### config.mk
export PLATFORM = sky130hd
export DESIGN_NAME = mode_ctrl_flat
export DESIGN_NICKNAME = d
export VERILOG_FILES = /design/src/rtl/mode_ctrl_if.sv /design/src/rtl/mode_ctrl.sv /design/src/flat_wrapper.sv
export SDC_FILE = /design/constraint.sdc
export NUM_CORES = 1
export LEC_CHECK = 0
export BUFFER_PORTS_ARGS = -buffer_cell sky130_fd_sc_hd__buf_2
export CAP_MARGIN = 20
export CORE_MARGIN = 2
export CORE_UTILIZATION = 50
export CTS_CLUSTER_SIZE = 30
export DETAILED_ROUTE_END_ITERATION = 10
export HOLD_SLACK_MARGIN = 0.12
export PLACE_DENSITY = 0.66
export SYNTH_ARGS = -nofsm -noshare
export SYNTH_HDL_FRONTEND = slang
export SYNTH_SLANG_ARGS = --single-unit
export TNS_END_PERCENT = 10
### constraint.sdc
create_clock -name clk_i -period 2.6 [get_ports clk_i]
set_input_delay 0.78 -clock clk_i [delete_from_list [all_inputs] [get_ports clk_i]]
set_output_delay 0.78 -clock clk_i [all_outputs]
set_load 0.01 [all_outputs]
### src/rtl/mode_ctrl_if.sv
// Button inputs and mode/strobe outputs of the mode sequencer.
// The design side uses the slave modport.
interface mode_ctrl_if;
    logic       btn_mode_i;
    logic       btn_set_i;
    logic       btn_rst_i;
    logic [2:0] state_o;
    logic       set_o;
    logic       mod_rst_o;
    logic       mode_chg_o;

    modport master (
        output btn_mode_i,
        output btn_set_i,
        output btn_rst_i,
        input  state_o,
        input  set_o,
        input  mod_rst_o,
        input  mode_chg_o
    );

    modport slave (
        input  btn_mode_i,
        input  btn_set_i,
        input  btn_rst_i,
        output state_o,
        output set_o,
        output mod_rst_o,
        output mode_chg_o
    );
endinterface

### src/rtl/mode_ctrl.sv
// Button front end: sync, debounce and edge detect per button,
// then a three-state mode FSM and prioritised set/reset strobes.
module mode_ctrl #(
    parameter int DEBOUNCE_CYCLES = 1000000,
    parameter int CNT_W           = 20
) (
    input  logic        clk_i,
    input  logic        rst_ni,
    mode_ctrl_if.slave  bus
);
    localparam logic [2:0] ST_CNT = 3'b100;
    localparam logic [2:0] ST_WR  = 3'b010;
    localparam logic [2:0] ST_RD  = 3'b001;

    localparam logic [CNT_W-1:0] CNT_MAX = CNT_W'(DEBOUNCE_CYCLES - 1);

    // Bit 0 mode, bit 1 set, bit 2 module reset.
    logic [2:0]       btn;
    logic [2:0]       sync1_q;
    logic [2:0]       sync2_q;
    logic [2:0]       db_q;
    logic [2:0]       db_dly_q;
    logic [CNT_W-1:0] cnt_q [3];
    logic [2:0]       rise;

    logic [2:0]       state_q, state_d;
    logic             set_q, set_d;
    logic             mrst_q, mrst_d;
    logic             chg_q, chg_d;

    assign btn = {bus.btn_rst_i, bus.btn_set_i, bus.btn_mode_i};

    always_ff @(posedge clk_i or negedge rst_ni) begin
        if (!rst_ni) begin
            sync1_q  <= '0;
            sync2_q  <= '0;
            db_q     <= '0;
            db_dly_q <= '0;
            for (int i = 0; i < 3; i++) cnt_q[i] <= '0;
        end else begin
            sync1_q  <= btn;
            sync2_q  <= sync1_q;
            db_dly_q <= db_q;
            // Any return to the settled level restarts the count.
            for (int i = 0; i < 3; i++) begin
                if (sync2_q[i] == db_q[i]) begin
                    cnt_q[i] <= '0;
                end else if (cnt_q[i] == CNT_MAX) begin
                    db_q[i]  <= sync2_q[i];
                    cnt_q[i] <= '0;
                end else begin
                    cnt_q[i] <= cnt_q[i] + 1'b1;
                end
            end
        end
    end

    assign rise = db_q & ~db_dly_q;

    always_comb begin
        state_d = state_q;
        case (state_q)
            ST_CNT:  if (rise[0]) state_d = ST_WR;
            ST_WR:   if (rise[0]) state_d = ST_RD;
            ST_RD:   if (rise[0]) state_d = ST_CNT;
            default: state_d = ST_CNT;
        endcase
        chg_d  = (state_d != state_q);
        // Mode edge wins over reset, reset wins over set.
        set_d  = rise[1] & ~rise[0] & ~rise[2];
        mrst_d = rise[2] & ~rise[0];
    end

    always_ff @(posedge clk_i or negedge rst_ni) begin
        if (!rst_ni) begin
            state_q <= ST_CNT;
            set_q   <= 1'b0;
            mrst_q  <= 1'b0;
            chg_q   <= 1'b0;
        end else begin
            state_q <= state_d;
            set_q   <= set_d;
            mrst_q  <= mrst_d;
            chg_q   <= chg_d;
        end
    end

    assign bus.state_o    = state_q;
    assign bus.set_o      = set_q;
    assign bus.mod_rst_o  = mrst_q;
    assign bus.mode_chg_o = chg_q;
endmodule

### src/flat_wrapper.sv
// flat-port wrapper written by rule: the top's interface ports become plain ports
module mode_ctrl_flat 
#(
    parameter int DEBOUNCE_CYCLES = 1000000,
    parameter int CNT_W           = 20
)
  (clk_i, rst_ni, bus_btn_mode_i, bus_btn_set_i, bus_btn_rst_i, bus_state_o, bus_set_o, bus_mod_rst_o, bus_mode_chg_o);
  mode_ctrl_if bus_i ();
  input  logic clk_i;
  input  logic rst_ni;
  input wire logic [$bits(bus_i.btn_mode_i)-1:0] bus_btn_mode_i;
  input wire logic [$bits(bus_i.btn_set_i)-1:0] bus_btn_set_i;
  input wire logic [$bits(bus_i.btn_rst_i)-1:0] bus_btn_rst_i;
  output wire logic [$bits(bus_i.state_o)-1:0] bus_state_o;
  output wire logic [$bits(bus_i.set_o)-1:0] bus_set_o;
  output wire logic [$bits(bus_i.mod_rst_o)-1:0] bus_mod_rst_o;
  output wire logic [$bits(bus_i.mode_chg_o)-1:0] bus_mode_chg_o;
  assign bus_i.btn_mode_i = bus_btn_mode_i;
  assign bus_i.btn_set_i = bus_btn_set_i;
  assign bus_i.btn_rst_i = bus_btn_rst_i;
  assign bus_state_o = bus_i.state_o;
  assign bus_set_o = bus_i.set_o;
  assign bus_mod_rst_o = bus_i.mod_rst_o;
  assign bus_mode_chg_o = bus_i.mode_chg_o;
  mode_ctrl #(.DEBOUNCE_CYCLES(DEBOUNCE_CYCLES), .CNT_W(CNT_W)) u_core (.clk_i(clk_i), .rst_ni(rst_ni), .bus(bus_i));
endmodule
---- Yosys cells after proc, flatten, opt, wreduce, memory -nomap -nowiden ----
Index checks and enable logic that the tools add are counted.
operators by class
  add/sub/neg operators ................... 3
  equal/unequal tests ..................... 10
  mux-type cells .......................... 10
  bitwise operators ....................... 10
  reduce and logical (&&, ||, !) cells .... 3
operators by type and width
  cell                   count
  $mux 20                6
  $add 20x1->20 const B  3
  $eq 20x20->1 const B   3
  $mux 3                 3
  $pmux 3 s3             1
  $reduce_and 2->1       3
  $not 1->1              5
  $and 1x1->1            3
  $and 3x3->3            1
  $eq 1x1->1             3
  $eq 3x1->1 const B     1
  $eq 3x2->1 const B     1
  $eq 3x3->1 const B     1
  $ne 3x3->1             1
  $not 3->3              1
word-level totals
  register bits ........................... 78
  input port bits ......................... 5
  output and inout port bits .............. 6
  word-level logic and storage cells ...... 49

---- Logic depth before layout (Yosys ltp) ----
  word-level depth ........................ 5
  gate-level depth with buffers ........... 6

---- Worst setup path after synthesis ----
No wires, ideal clock.
  kind .................................... flip-flop to flip-flop
  from .................................... register u_core.cnt_q[2] in the netlist's numbering
  to ...................................... register u_core.cnt_q[19] in the netlist's numbering
  library setup time ...................... 0.078 ns
  data arrival time ....................... 1.775 ns
  data required time ...................... 2.522 ns
  setup slack ............................. 0.747 ns
  cell stages (with the launch flop) ...... 6
  clock period less this slack ............ 1.853 ns
  path through ............................ dfrtp_1 > nand3_2 > or4_1 > buf_2 > or4_1 > a21oi_1
on the way
  cells in the longest elaborated chain, start to end .. 3
RTL lines
  element                                               line                              source
  start, declared                                       mode_ctrl.sv:23                   logic [CNT_W-1:0] cnt_q [3];
  start signal, assigned by index                       mode_ctrl.sv:52                   cnt_q[i] <= cnt_q[i] + 1'b1;
  $add 20x1->20 / $eq 20x20->1 (equally long branches)  mode_ctrl.sv:52, mode_ctrl.sv:48
  $mux 20 (*)                                           mode_ctrl.sv:48                   end else if (cnt_q[i] == CNT_MAX) begin
  $mux 20 (*)                                           mode_ctrl.sv:46                   if (sync2_q[i] == db_q[i]) begin
Mark *: on every way between the ends. The rest lies on a longest branch, timed or not.
A chain may end at the register's enable or synchronous reset.

---- Worst setup path in the final report ----
  from .................................... register u_core.cnt_q[16] in the netlist's numbering
  to ...................................... register u_core.cnt_q[11] in the netlist's numbering
on the way
  cells in the longest elaborated chain, start to end .. 3
RTL lines
  element       line
  $eq 20x20->1  mode_ctrl.sv:48
  $mux 20       mode_ctrl.sv:48
  $mux 20       mode_ctrl.sv:46
No other way between the ends.

==> key figures <==
Power
  • Worst vdd ir: 399 uV
  • Design Power: 2.36 mW
  • Leak pwr: 1.64 nW
  • Pwr/cell area: 580 nW/um2

Yosys
  • Number of synthesized flops with an enable pin: 0
  • Post-Syn Instances: 366
  • Synthesis warning total: 0
  • Synth Cell Area: 3650 um2
  • Most frequent cell after synthesis: dfrtp_1
  • Syn_nets: 374
  • Area contributors post-synth: dfrtp_1 (53%), xnor2_1 (5.5%), nor2_1 (5.5%)
  • Post-synthesis sequential area ratio: 53.5%
  • Synth Flop Type: dfrtp_1
  • Synth Register Bits: 78
  • Yosys top cell area share: 52.8%
  • Async set-or-reset flop fraction in the synthesized netlist: 100%
  • Synth cell count leaders: dfrtp_1 (77), nor2_1 (53), nand2_1 (23), xnor2_1 (23), a21oi_1 (19)
  • Top cell type by total area after synthesis: dfrtp_1
  • Syn avg cell area: 9.97 um2
  • Synth cell types: 40

Run
  • Max-Cap Viols: 0

Worst setup path
  • Crit end category: flop
  • Critical Path RT: 2.83 ns
  • CP max-delay cell: or4b_2
  • Max incr delay on CP: 0.65 ns
  • Worst-path fanout max: 10
  • Critical Path Start Type: flop
  • Crit-path cells: nand3_1 -> or4b_2 -> o21ai_2 -> buf_4 -> nor2_1
  • Crit path DAT: 2.23 ns
  • CP Class: reg2reg

Clock tree
  • CTS HTree Levels: 3
  • CTS Hold Bufs: 0
  • Worst skew pair latency: 0.34 ns
  • Sink Count: 78
  • Setup Buffers After CTS: 0
  • Root buf cell: clkbuf_8
  • Worst-path clk slew: 0.08 ns
  • Total CTS buffers: 9
  • PostCTS Resize Cnt: 0
  • Clock tree from TritonCTS: built
  • Maximum clock path buffer count: 2

STA
  • Final Slew Violations: 0
  • Setup TNS: 0 ns
  • Slew HR: 54.0%
  • Worst slew pin tran: 0.684 ns
  • Final Hold Viols: 0
  • Minimum clock period: 2.00 ns
  • Unrepaired setup endpoints after global routing: no
  • Finish-stage setup viols: 0
  • Final worst clock skew: 0.0107 ns
  • Fin crit share: 77.1%
  • Maximum clock frequency: 499 MHz

Finish
  • Fillers: 610
  • # diodes: 0
  • Area Overhead vs Synth: 11.7%
  • Util after Layout: 56.8%
  • Layout cells sized above 1: 12.2%
  • Final Net Count: 389

Floorplanning
  • Row count: 31
  • Die Footprint: 8000 um2
  • IO Pins: 11
  • Initial Util: 50.9%
  • CORE AREA: 7180 um2
  • Die span in x: 89.4 um
  • Die height: 89.4 um

Global routing
  • GRT overflow: 0
  • Antenna violations before repair: 0
  • Largest net degree at the start of global routing: 59
  • Vias in the first global route: 2,519
  • First-pass GRT wire length: 11,200 um
  • Total GRT Usage: 17.8%

Placed design
  • Port bufs: 10
  • Final Wtd Congestion: 0.891
  • DP HPWL: 4320 um

Detailed routing
  • DRT antenna net count: 0
  • 1st-iter DRT viols: 205
  • Via density: 5.53
  • Total routed wirelength: 6370 um
  • Via count: 2,682
  • DRC: 0
  • Routed len/inst: 13.1 um
  • First-pass DRT Iterations: 5

Min path
  • Hold Path Class: in2async

Outcome
  • Status: finished, final reports clean
[final timing paths]
kind / from / to / slack, ns / cells after the start
hold reg to reg: u_core.sync1_q[1]$_DFF_PN0_ / u_core.sync2_q[1]$_DFF_PN0_ / 0.35 / 0
setup / recovery: u_core.cnt_q[16]$_DFF_PN0_ / u_core.cnt_q[11]$_DFF_PN0_ / 0.60 / 5
setup reg to reg: u_core.cnt_q[16]$_DFF_PN0_ / u_core.cnt_q[11]$_DFF_PN0_ / 0.60 / 5
max in group asynchronous: rst_ni / u_core.db_q[0]$_DFFE_PN0P_ / 1.70 / 2
min in group clk_i: u_core.sync1_q[1]$_DFF_PN0_ / u_core.sync2_q[1]$_DFF_PN0_ / 0.35 / 0
hold / removal: rst_ni / u_core.cnt_q[35]$_DFF_PN0_ / 0.32 / 1
[placed cells by master, fill, tap and decap left out, types with 2 or more instances in the layout]
cell       Yosys  routed
and4_1         4       4
nor4b_1        3       3
inv_1         11      11
nor3_1        13      13
bufinv_16      0       2
or4_1          9       9
nor4_1         9       9
nand4_1       16      16
or2_2          2       2
xnor2_1       23      23
nand2_1       23      23
buf_4          0       5
ha_1           3       3
or3_1         10      10
o31ai_2        0       2
nor2b_1        2       2
buf_2          3       9
xor2_1        17      17
nor3b_1        4       4
clkbuf_8       0      12
mux2_2         3       3
nand3_1       18      18
a21oi_1       19      19
o21ai_0       12      12
nor2_1        53      53
dfrtp_1       77      77
o31ai_1        7       5
or3_2          2       2
[metrics by stage]
step                worst slack, ns  hold WS, ns  cells  instance area (um2)
floorplan                     0.747        0.331    366                 3650
global route                  0.477        0.326    485                 4080
CTS                           0.604        0.318    485                 4080
detailed placement            0.608        0.338    469                 3840
global placement              0.651        0.336    469                 3840
finish                        0.596        0.319    485                 4080
[state kept, by name, summed over array words and instances, names as in the netlist]
register and flops:
u_core.bus.mod_rst_o 1, u_core.bus.mode_chg_o 1, u_core.bus.set_o 1, u_core.bus.state_o 3, u_core.cnt_q 60, u_core.db_dly_q 3, u_core.db_q 3, u_core.sync1_q 3
u_core.sync2_q 3
[layer usage]
metal,global-route usage [%],wire [um],vias up
li1,-,-,1328
met1,23.8,3050,1294
met2,28.5,2990,49
met3,3.14,208,11
met4,7.73,125,0
met5,0,0,-
[worst max-delay path, delay by kind of cell (launching register included)]
kind	cells	cell delay (ns)
compound gates	1	0.40
buf+inv	1	0.26
flops	1	0.40
simple gates	3	0.83
[cell type report]
type,count,area (um2),area share [%]
well taps,99,124,3.04
clock inverters,3,65.1,1.60
flip-flops and latches,78,1950,47.9
multi-input cells,266,1620,39.8
repair buffers,15,103,2.52
inverters,11,41.3,1.01
clock buffers,13,169,4.14
[report_power, final]
group	leakage [nW]	switching [mW]	total, mW	internal (mW)
clock	0.120	0.422	1.04	0.619
combinational	0.459	0.0515	0.0750	0.0235
sequential	1.07	0.0173	1.25	1.23
total	1.64	0.491	2.36	1.87
[cells by family (layout without fill, tap and decap cells)]
group | count (synthesis) | in the layout | synth area share, %
AND/OR/NAND/NOR | 176 | 176 | 25.4
flip-flops | 78 | 78 | 53.5
AO/OA/AOI/OAI | 43 | 43 | 6.86
XOR/XNOR | 40 | 40 | 9.60
buffers and inverters | 22 | 42 | 2.37
multiplexers | 4 | 4 | 1.20
adder cells (fa/ha/maj) | 3 | 3 | 1.03
(Power assumes the default switching activity.)
